File: src/rtl/wb_collect_pkg.sv
`default_nettype none
// ---------------------------------------------------------------------------
// wb_collect_pkg : shared writeback entry type and constants.  Rev 1.0
// ---------------------------------------------------------------------------
package wb_collect_pkg;

   localparam int PKG_REG_W = 5;
   localparam logic [PKG_REG_W-1:0] ZERO_REG = 5'd31;

   localparam int UNIT_LOG   = 0;
   localparam int UNIT_SHIFT = 1;
   localparam int UNIT_ADD   = 2;
   localparam int UNIT_MUL   = 3;

   typedef struct packed {
      logic [63:0]          result;
      logic                 cmp;
      logic                 is_cmov;
      logic [PKG_REG_W-1:0] dest;
   } wb_entry_t;

   // A failed CMOV retires without writing; R31 is the architectural sink.
   function automatic logic entry_writes(input wb_entry_t e);
      return ~(e.is_cmov & ~e.cmp) & (e.dest != ZERO_REG);
   endfunction

endpackage
`default_nettype wire

File: src/rtl/wb_collect_fifo.sv
`default_nettype none
// ---------------------------------------------------------------------------
// wb_fifo : fall-through FIFO of writeback entries with wrap-bit pointers.
// Rev 1.0
// ---------------------------------------------------------------------------
module wb_fifo
   import wb_collect_pkg::*;
#(
   parameter int FIFO_DEPTH = 4
) (
   input  logic                        clk,
   input  logic                        reset,
   input  logic                        push,
   input  wb_entry_t                   din,
   input  logic                        pop,
   output wb_entry_t                   dout,
   output logic                        empty,
   output logic                        full,
   output logic [$clog2(FIFO_DEPTH):0] count
);

   localparam int AW = $clog2(FIFO_DEPTH);
   localparam logic [AW:0] ONE = 1;

   logic [AW:0] wr_ptr;
   logic [AW:0] rd_ptr;
   logic [AW:0] occ;
   logic        wr_en;
   logic        rd_en;
   wb_entry_t   mem [FIFO_DEPTH];

   assign empty = (wr_ptr == rd_ptr);
   assign full  = (wr_ptr[AW-1:0] == rd_ptr[AW-1:0]) && (wr_ptr[AW] != rd_ptr[AW]);
   assign occ   = wr_ptr - rd_ptr;

   // When empty, a same-cycle push+pop passes straight through without storage.
   assign dout  = empty ? din : mem[rd_ptr[AW-1:0]];
   assign wr_en = push & ~(empty & pop) & (~full | pop);
   assign rd_en = pop & ~empty;

   // Occupancy after this cycle's update, used for registered flow control.
   assign count = occ + (wr_en ? ONE : '0) - (rd_en ? ONE : '0);

   always_ff @(posedge clk) begin
      if (reset) begin
         wr_ptr <= '0;
         rd_ptr <= '0;
      end else begin
         if (wr_en) wr_ptr <= wr_ptr + ONE;
         if (rd_en) rd_ptr <= rd_ptr + ONE;
      end
   end

   always_ff @(posedge clk) begin
      if (wr_en) mem[wr_ptr[AW-1:0]] <= din;
   end

endmodule
`default_nettype wire

File: src/rtl/wb_collect.sv
`default_nettype none
// ---------------------------------------------------------------------------
// wb_collect : per-unit result FIFOs, round-robin onto one RF write port.
// Rev 1.0
// ---------------------------------------------------------------------------
module wb_collect
   import wb_collect_pkg::*;
#(
   parameter int NUM_UNITS  = 4,
   parameter int FIFO_DEPTH = 4,
   parameter int REG_W      = 5
) (
   input  logic                                  clk,
   input  logic                                  reset,
   input  logic [NUM_UNITS-1:0]                  u_rvalid,
   input  logic [NUM_UNITS-1:0][63:0]            u_result,
   input  logic [NUM_UNITS-1:0]                  u_cmp,
   input  logic [NUM_UNITS-1:0]                  u_is_cmov,
   input  logic [NUM_UNITS-1:0][REG_W-1:0]       u_dest,
   output logic [NUM_UNITS-1:0]                  u_ready,
   output logic                                  rf_we,
   output logic [REG_W-1:0]                      rf_waddr,
   output logic [63:0]                           rf_wdata,
   output logic                                  retire_valid,
   output logic [$clog2(NUM_UNITS)-1:0]          retire_unit,
   output logic                                  overflow_err
);

   localparam int UW = $clog2(NUM_UNITS);
   localparam int AW = $clog2(FIFO_DEPTH);
   localparam logic [UW-1:0] LAST_UNIT = UW'(NUM_UNITS - 1);
   localparam logic [AW:0]   READY_MAX = (AW + 1)'(FIFO_DEPTH - 2);

   wb_entry_t              din   [NUM_UNITS];
   wb_entry_t              dout  [NUM_UNITS];
   logic [AW:0]            cnt   [NUM_UNITS];
   logic [NUM_UNITS-1:0]   empty;
   logic [NUM_UNITS-1:0]   full;
   logic [NUM_UNITS-1:0]   avail;
   logic [NUM_UNITS-1:0]   pop;
   logic [NUM_UNITS-1:0]   drop;

   logic [UW-1:0]          rr_ptr;
   logic                   sel_valid;
   logic [UW-1:0]          sel_idx;
   wb_entry_t              sel_entry;

   generate
      for (genvar i = 0; i < NUM_UNITS; i++) begin : g_unit
         assign din[i].result  = u_result[i];
         assign din[i].cmp     = u_cmp[i];
         assign din[i].is_cmov = u_is_cmov[i];
         assign din[i].dest    = u_dest[i];

         // Fall-through makes a fresh push eligible in the cycle it arrives.
         assign avail[i] = ~empty[i] | u_rvalid[i];
         assign pop[i]   = sel_valid && (sel_idx == UW'(i));
         assign drop[i]  = u_rvalid[i] & full[i] & ~pop[i];

         wb_fifo #(
            .FIFO_DEPTH (FIFO_DEPTH)
         ) u_fifo (
            .clk   (clk),
            .reset (reset),
            .push  (u_rvalid[i]),
            .din   (din[i]),
            .pop   (pop[i]),
            .dout  (dout[i]),
            .empty (empty[i]),
            .full  (full[i]),
            .count (cnt[i])
         );
      end
   endgenerate

   always_comb begin
      int j;
      sel_valid = 1'b0;
      sel_idx   = '0;
      j         = 0;
      for (int k = 0; k < NUM_UNITS; k++) begin
         j = int'(rr_ptr) + k;
         if (j >= NUM_UNITS) j = j - NUM_UNITS;
         if (!sel_valid && avail[j]) begin
            sel_valid = 1'b1;
            sel_idx   = UW'(j);
         end
      end
   end

   assign sel_entry = dout[sel_idx];

   always_ff @(posedge clk) begin
      if (reset) begin
         rr_ptr       <= '0;
         rf_we        <= 1'b0;
         rf_waddr     <= '0;
         rf_wdata     <= '0;
         retire_valid <= 1'b0;
         retire_unit  <= '0;
         overflow_err <= 1'b0;
         u_ready      <= '1;
      end else begin
         if (sel_valid) begin
            rr_ptr       <= (sel_idx == LAST_UNIT) ? '0 : sel_idx + 1'b1;
            retire_valid <= 1'b1;
            retire_unit  <= sel_idx;
            rf_we        <= entry_writes(sel_entry);
            rf_waddr     <= sel_entry.dest;
            rf_wdata     <= sel_entry.result;
         end else begin
            retire_valid <= 1'b0;
            rf_we        <= 1'b0;
         end
         overflow_err <= overflow_err | (|drop);
         for (int i = 0; i < NUM_UNITS; i++) begin
            u_ready[i] <= (cnt[i] <= READY_MAX);
         end
      end
   end

endmodule
`default_nettype wire

File: config.mk
export PLATFORM = sky130hd
export DESIGN_NAME = wb_collect
export DESIGN_NICKNAME = d
export VERILOG_FILES = /design/src/rtl/wb_collect_pkg.sv /design/src/rtl/wb_collect_fifo.sv /design/src/rtl/wb_collect.sv
export SDC_FILE = /design/constraint.sdc
export NUM_CORES = 1
export LEC_CHECK = 0
export ABC_AREA = 1
export CAP_MARGIN = 20
export CORE_ASPECT_RATIO = 1.2
export CORE_MARGIN = 5
export CORE_UTILIZATION = 40
export DETAILED_ROUTE_END_ITERATION = 12
export PLACE_DENSITY = 0.67
export SLEW_MARGIN = 20
export SYNTH_ARGS = -nofsm -noshare
export SYNTH_HDL_FRONTEND = slang
export SYNTH_HIERARCHICAL = 1
export SYNTH_SLANG_ARGS = --single-unit
File: constraint.sdc
create_clock -name clk -period 15.4 [get_ports clk]
set_clock_uncertainty 0.05 [all_clocks]
set_input_delay 2.31 -clock clk [delete_from_list [all_inputs] [get_ports clk]]
set_output_delay 2.31 -clock clk [all_outputs]
set_load 0.01 [all_outputs]
==> out/qor_table.md <==
| Quantity | This run | Unit |
|:---|:---|:---|
| Status | finished clean | - |
| Total number of H-tree levels | 3 | - |
| Min setup slack post-route | 7.892 | ns |
| Multi-input logic area | 0.01481 | mm^2 |
| Largest fanout on the critical path | 67 | - |
| WL per Instance | 21.65 | um |
| Total global routing overflow | 0 | - |
| TritonCTS clock tree | done | - |
| HP Class | flip-flop to flip-flop | - |
| Share of layout cells above drive strength 1 | 0.06403 | - |
| Total of flip-flops plus latches after synthesis | 1248 | - |
| Max Cap Violations | 0 | - |
| Worst-Skew Late Latency | 0.71 | ns |
| Total routing usage reported by global routing | 0.2084 | - |
| Overall die area | 0.1411 | mm^2 |
| Slew Limit Headroom | 0.2702 | - |
| Startpoint type of the worst setup path | input port | - |
| Total DRC errors in the routed layout | 0 | - |
| I/O Buffers | 367 | - |
| Cell class contributing the biggest share of worst-path delay | simple AND/OR/NAND/NOR gates | - |
| Worst-case vdd ir drop | 0.1753 | mV |
| Total number of clock tree sinks | 1248 | - |
| Cell repeated most along the worst path | sky130_fd_sc_hd__nand2_1 | - |
| Actual slew at the worst max-slew pin | 1.095 | ns |
| Combined area of all synthesized cells | 0.05348 | mm^2 |
| Maximum number of pins on one net before global-route repair | 141 | - |
| Via density per instance | 5.295 | - |
| Setup WS pre-CTS | 7.168 | ns |
| Slowest CP cell | sky130_fd_sc_hd__nor2_4 | - |
| Unique cell type count in the Yosys netlist | 36 | - |
| RSZ-0062 raised after global routing | no | - |
| Antenna violation net count after detailed routing | 0 | - |
| Number of gates given a new drive strength after cts | 0 | - |
| Net count, final | 5447 | - |
| Hold Buf Count CTS | 0 | - |
| Via count of the first global-routing pass | 34970 | - |
| Sequential share of the synthesized area | 0.6798 | - |
| Layout filler cell count | 11880 | - |
| Synthesis warning total | 6 | - |
| Sum of routed wire length over all layers | 152800 | um |
| Avg Synthesized Cell Area | 10.95 | um^2 |
| Routability-driven placement congestion ratio | 0.8681 | - |
| First-iteration detailed-routing DRC count | 4097 | - |
| Cell at the root of the clock tree | sky130_fd_sc_hd__clkbuf_16 | - |
| Routed via count | 37370 | - |
| Placed cell areas | 0.05825 | mm^2 |
| Period Utilization, post-route | 0.4875 | - |
| Critical-path cell list | clkdlybuf4s50_1 > inv_1 > nand3_1 > nand2_1 > and2_4 > nand4_1 > nand3_4 > inv_2 > nand2_1 > nor2_1 > nand2_4 > nand2_4 > nand2_1 > nor2_4 > buf_4 | - |
| Area growth from synthesis to final layout | 16.42 | % |
| TritonCTS Buffers | 119 | - |
| Die width | 343.8 | um |
| Setup violation total in the final timing report | 0 | - |
| Clock transition at path regs | 0.06 | ns |
| Power density over cell area | 209.1 | mW/mm^2 |
| Maximum clock frequency | 133.2 | MHz |
| Flip-flop and latch area | 0.03638 | mm^2 |
| Number of antenna violations at the first check in global routing | 80 | - |
| CP required | 15.69 | ns |
| Critical Path Sink Type | flip-flop | - |
| Largest buffer count on any clock path | 3 | - |
| Slew Viols, Final | 0 | - |
| Largest stage delay on the critical path | 0.79 | ns |
| Starting utilization of the core area | 0.4010 | - |
| Time the worst path needs with I/O delays and setup | 7.508 | ns |
| Post-Syn Nets | 5215 | - |
| Post-CTS Setup Repair Bufs | 0 | - |
| Critical path buffer and inverter count | 4 | - |
| Signal arrival time at the worst endpoint | 7.80 | ns |
| Synth top area share | 0.6379 | - |
| Number of cell rows | 147 | - |
| Cell area after layout | 0.06226 | mm^2 |
| Top post-synthesis cells by area | sky130_fd_sc_hd__edfxtp_1 (64%), sky130_fd_sc_hd__nor2_1 (11%), sky130_fd_sc_hd__o21ai_0 (6.4%) | - |
| Hold Fails Final Rpt | 0 | - |
| Critical setup path kind | input port to flip-flop | - |
| Synthesized instance count | 4885 | - |
| Pre-antenna DRT Iters | 6 | - |
| DP HPWL | 99600 | um |
| Final-layout setup total negative slack | 0 | ns |
| Core Footprint | 0.1333 | mm^2 |
| Global-route wire length before repair | 223100 | um |
| Post-synth top area cell | sky130_fd_sc_hd__edfxtp_1 | - |
| Number of ports placed on the die boundary | 368 | - |
| Static power due to leakage | 21.77 | nW |
| Die Height | 410.5 | um |
## power by group
part           total (W)  leakage (nW)  switching [W]  internal (W)
registers        0.00476          11.3       0.000295       0.00447
logic            0.00535          8.55        0.00382       0.00153
clock network    0.00290          1.90        0.00125       0.00165
total             0.0130          21.8        0.00537       0.00765
## synthesized netlist by cell type (all sizes together)
master / n
a21oi: 58
nand3b: 7
a31oi: 284
or2: 4
ha: 32
buf: 197
nand4: 4
and2: 1
inv: 201
nand2: 327
o22ai: 1
xor2: 8
dfxtp: 112
nand3: 55
edfxtp: 1136
nor2: 1531
xnor2: 4
clkbuf: 109
a211oi: 1
o21ai: 771
fa: 8
a22oi: 33
o211ai: 1
## metal layers
layer | track usage | wire length [um] | vias to the layer above
met1 | 0.2804 | 62240 | 18130
met4 | 0.07739 | 4827 | 44
met3 | 0.06283 | 15600 | 245
met5 | 0 | 292 | -
li1 | - | - | 17580
met2 | 0.3205 | 69870 | 1378
## area by class of cell
| cell class | count | share of cell area |
|---|---|---|
| antenna | 54 | 0.002170 |
| clock buffer | 158 | 0.05287 |
| sequential | 1248 | 0.5844 |
| inverter | 201 | 0.01232 |
| clock inverter | 62 | 0.009365 |
| tap | 1788 | 0.03593 |
| multi-input combinational | 3130 | 0.2379 |
| timing repair buffer | 417 | 0.06503 |
## final timing paths
kind | start | to | slack (ns) | cells after the start
worst min register to register | rf_wdata[56]$_SDFFE_PP0P_ | rf_wdata[56]$_SDFFE_PP0P_ | 0.48 | 2
worst max-delay path | u_rvalid[3] | g_unit[0].u_fifo/mem[2][47]$_DFFE_PP_ | 7.89 | 15
worst max register to register | g_unit[1].u_fifo/wr_ptr[0]$_SDFFE_PP0P_ | g_unit[0].u_fifo/mem[2][47]$_DFFE_PP_ | 8.54 | 19
worst min-delay path | rf_wdata[56]$_SDFFE_PP0P_ | rf_wdata[56]$_SDFFE_PP0P_ | 0.48 | 2
## cells in the final DEF, fill, tap and decap left out, types with 5 or more instances in the layout
master,instances
sky130_fd_sc_hd__clkdlybuf4s50_1,367
sky130_fd_sc_hd__nor2_4,13
sky130_fd_sc_hd__nor2_1,1516
sky130_fd_sc_hd__bufinv_16,9
sky130_fd_sc_hd__a31oi_1,244
sky130_fd_sc_hd__dfxtp_1,104
sky130_fd_sc_hd__edfxtp_1,1136
sky130_fd_sc_hd__clkbuf_1,29
sky130_fd_sc_hd__ha_1,32
sky130_fd_sc_hd__nand2_1,313
sky130_fd_sc_hd__nand3_1,46
sky130_fd_sc_hd__inv_6,6
sky130_fd_sc_hd__xor2_1,8
sky130_fd_sc_hd__clkbuf_16,125
sky130_fd_sc_hd__o21ai_1,87
sky130_fd_sc_hd__diode_2,54
sky130_fd_sc_hd__a22oi_1,33
sky130_fd_sc_hd__nand2_4,9
sky130_fd_sc_hd__inv_2,7
sky130_fd_sc_hd__o21ai_0,684
sky130_fd_sc_hd__a31oi_2,40
sky130_fd_sc_hd__inv_1,187
sky130_fd_sc_hd__clkinv_2,25
sky130_fd_sc_hd__clkinv_1,17
sky130_fd_sc_hd__buf_4,50
sky130_fd_sc_hd__nand3b_1,7
sky130_fd_sc_hd__dfxtp_4,8
sky130_fd_sc_hd__fa_1,8
sky130_fd_sc_hd__a21oi_1,54
sky130_fd_sc_hd__nand3_4,5
## state kept, by name, summed over array words and instances, names as in the netlist, named ones only
name and count:
g_unit.u_fifo/rd_ptr 12, u_ready 4, rf_wdata 64, retire_valid 1, rf_we 1, overflow_err 1, rr_ptr 2, retire_unit 2
g_unit.u_fifo/wr_ptr 12, rf_waddr 5, g_unit.u_fifo/mem 1136
## cell families after synthesis
kind of cell    count (synthesis)  synth area share
xor+xnor                       12          0.001965
buf+inv                       507           0.04698
simple gates                 1929            0.1402
fa+ha+maj                      40           0.01048
flops                        1248            0.6798
compound gates               1149            0.1205
## stage by stage
step	total power (W)	hold slack [ns]	cells	util
floorplan	0.008387	0.4328	4885	-
global placement	0.01004	0.4611	6784	0.4368
detailed placement	0.01013	0.4654	6784	0.4368
CTS	0.01305	0.4846	7004	0.4659
global route	0.01381	0.5045	7024	0.4663
finish	0.01302	0.4798	7058	0.4669
## tightest hold or removal path: stages (launching register included)
cell and delay [ns]:
sky130_fd_sc_hd__dfxtp_1 0.32, sky130_fd_sc_hd__o21ai_0 0.08, sky130_fd_sc_hd__nor2_1 0.09
(Power assumes the default switching activity.)
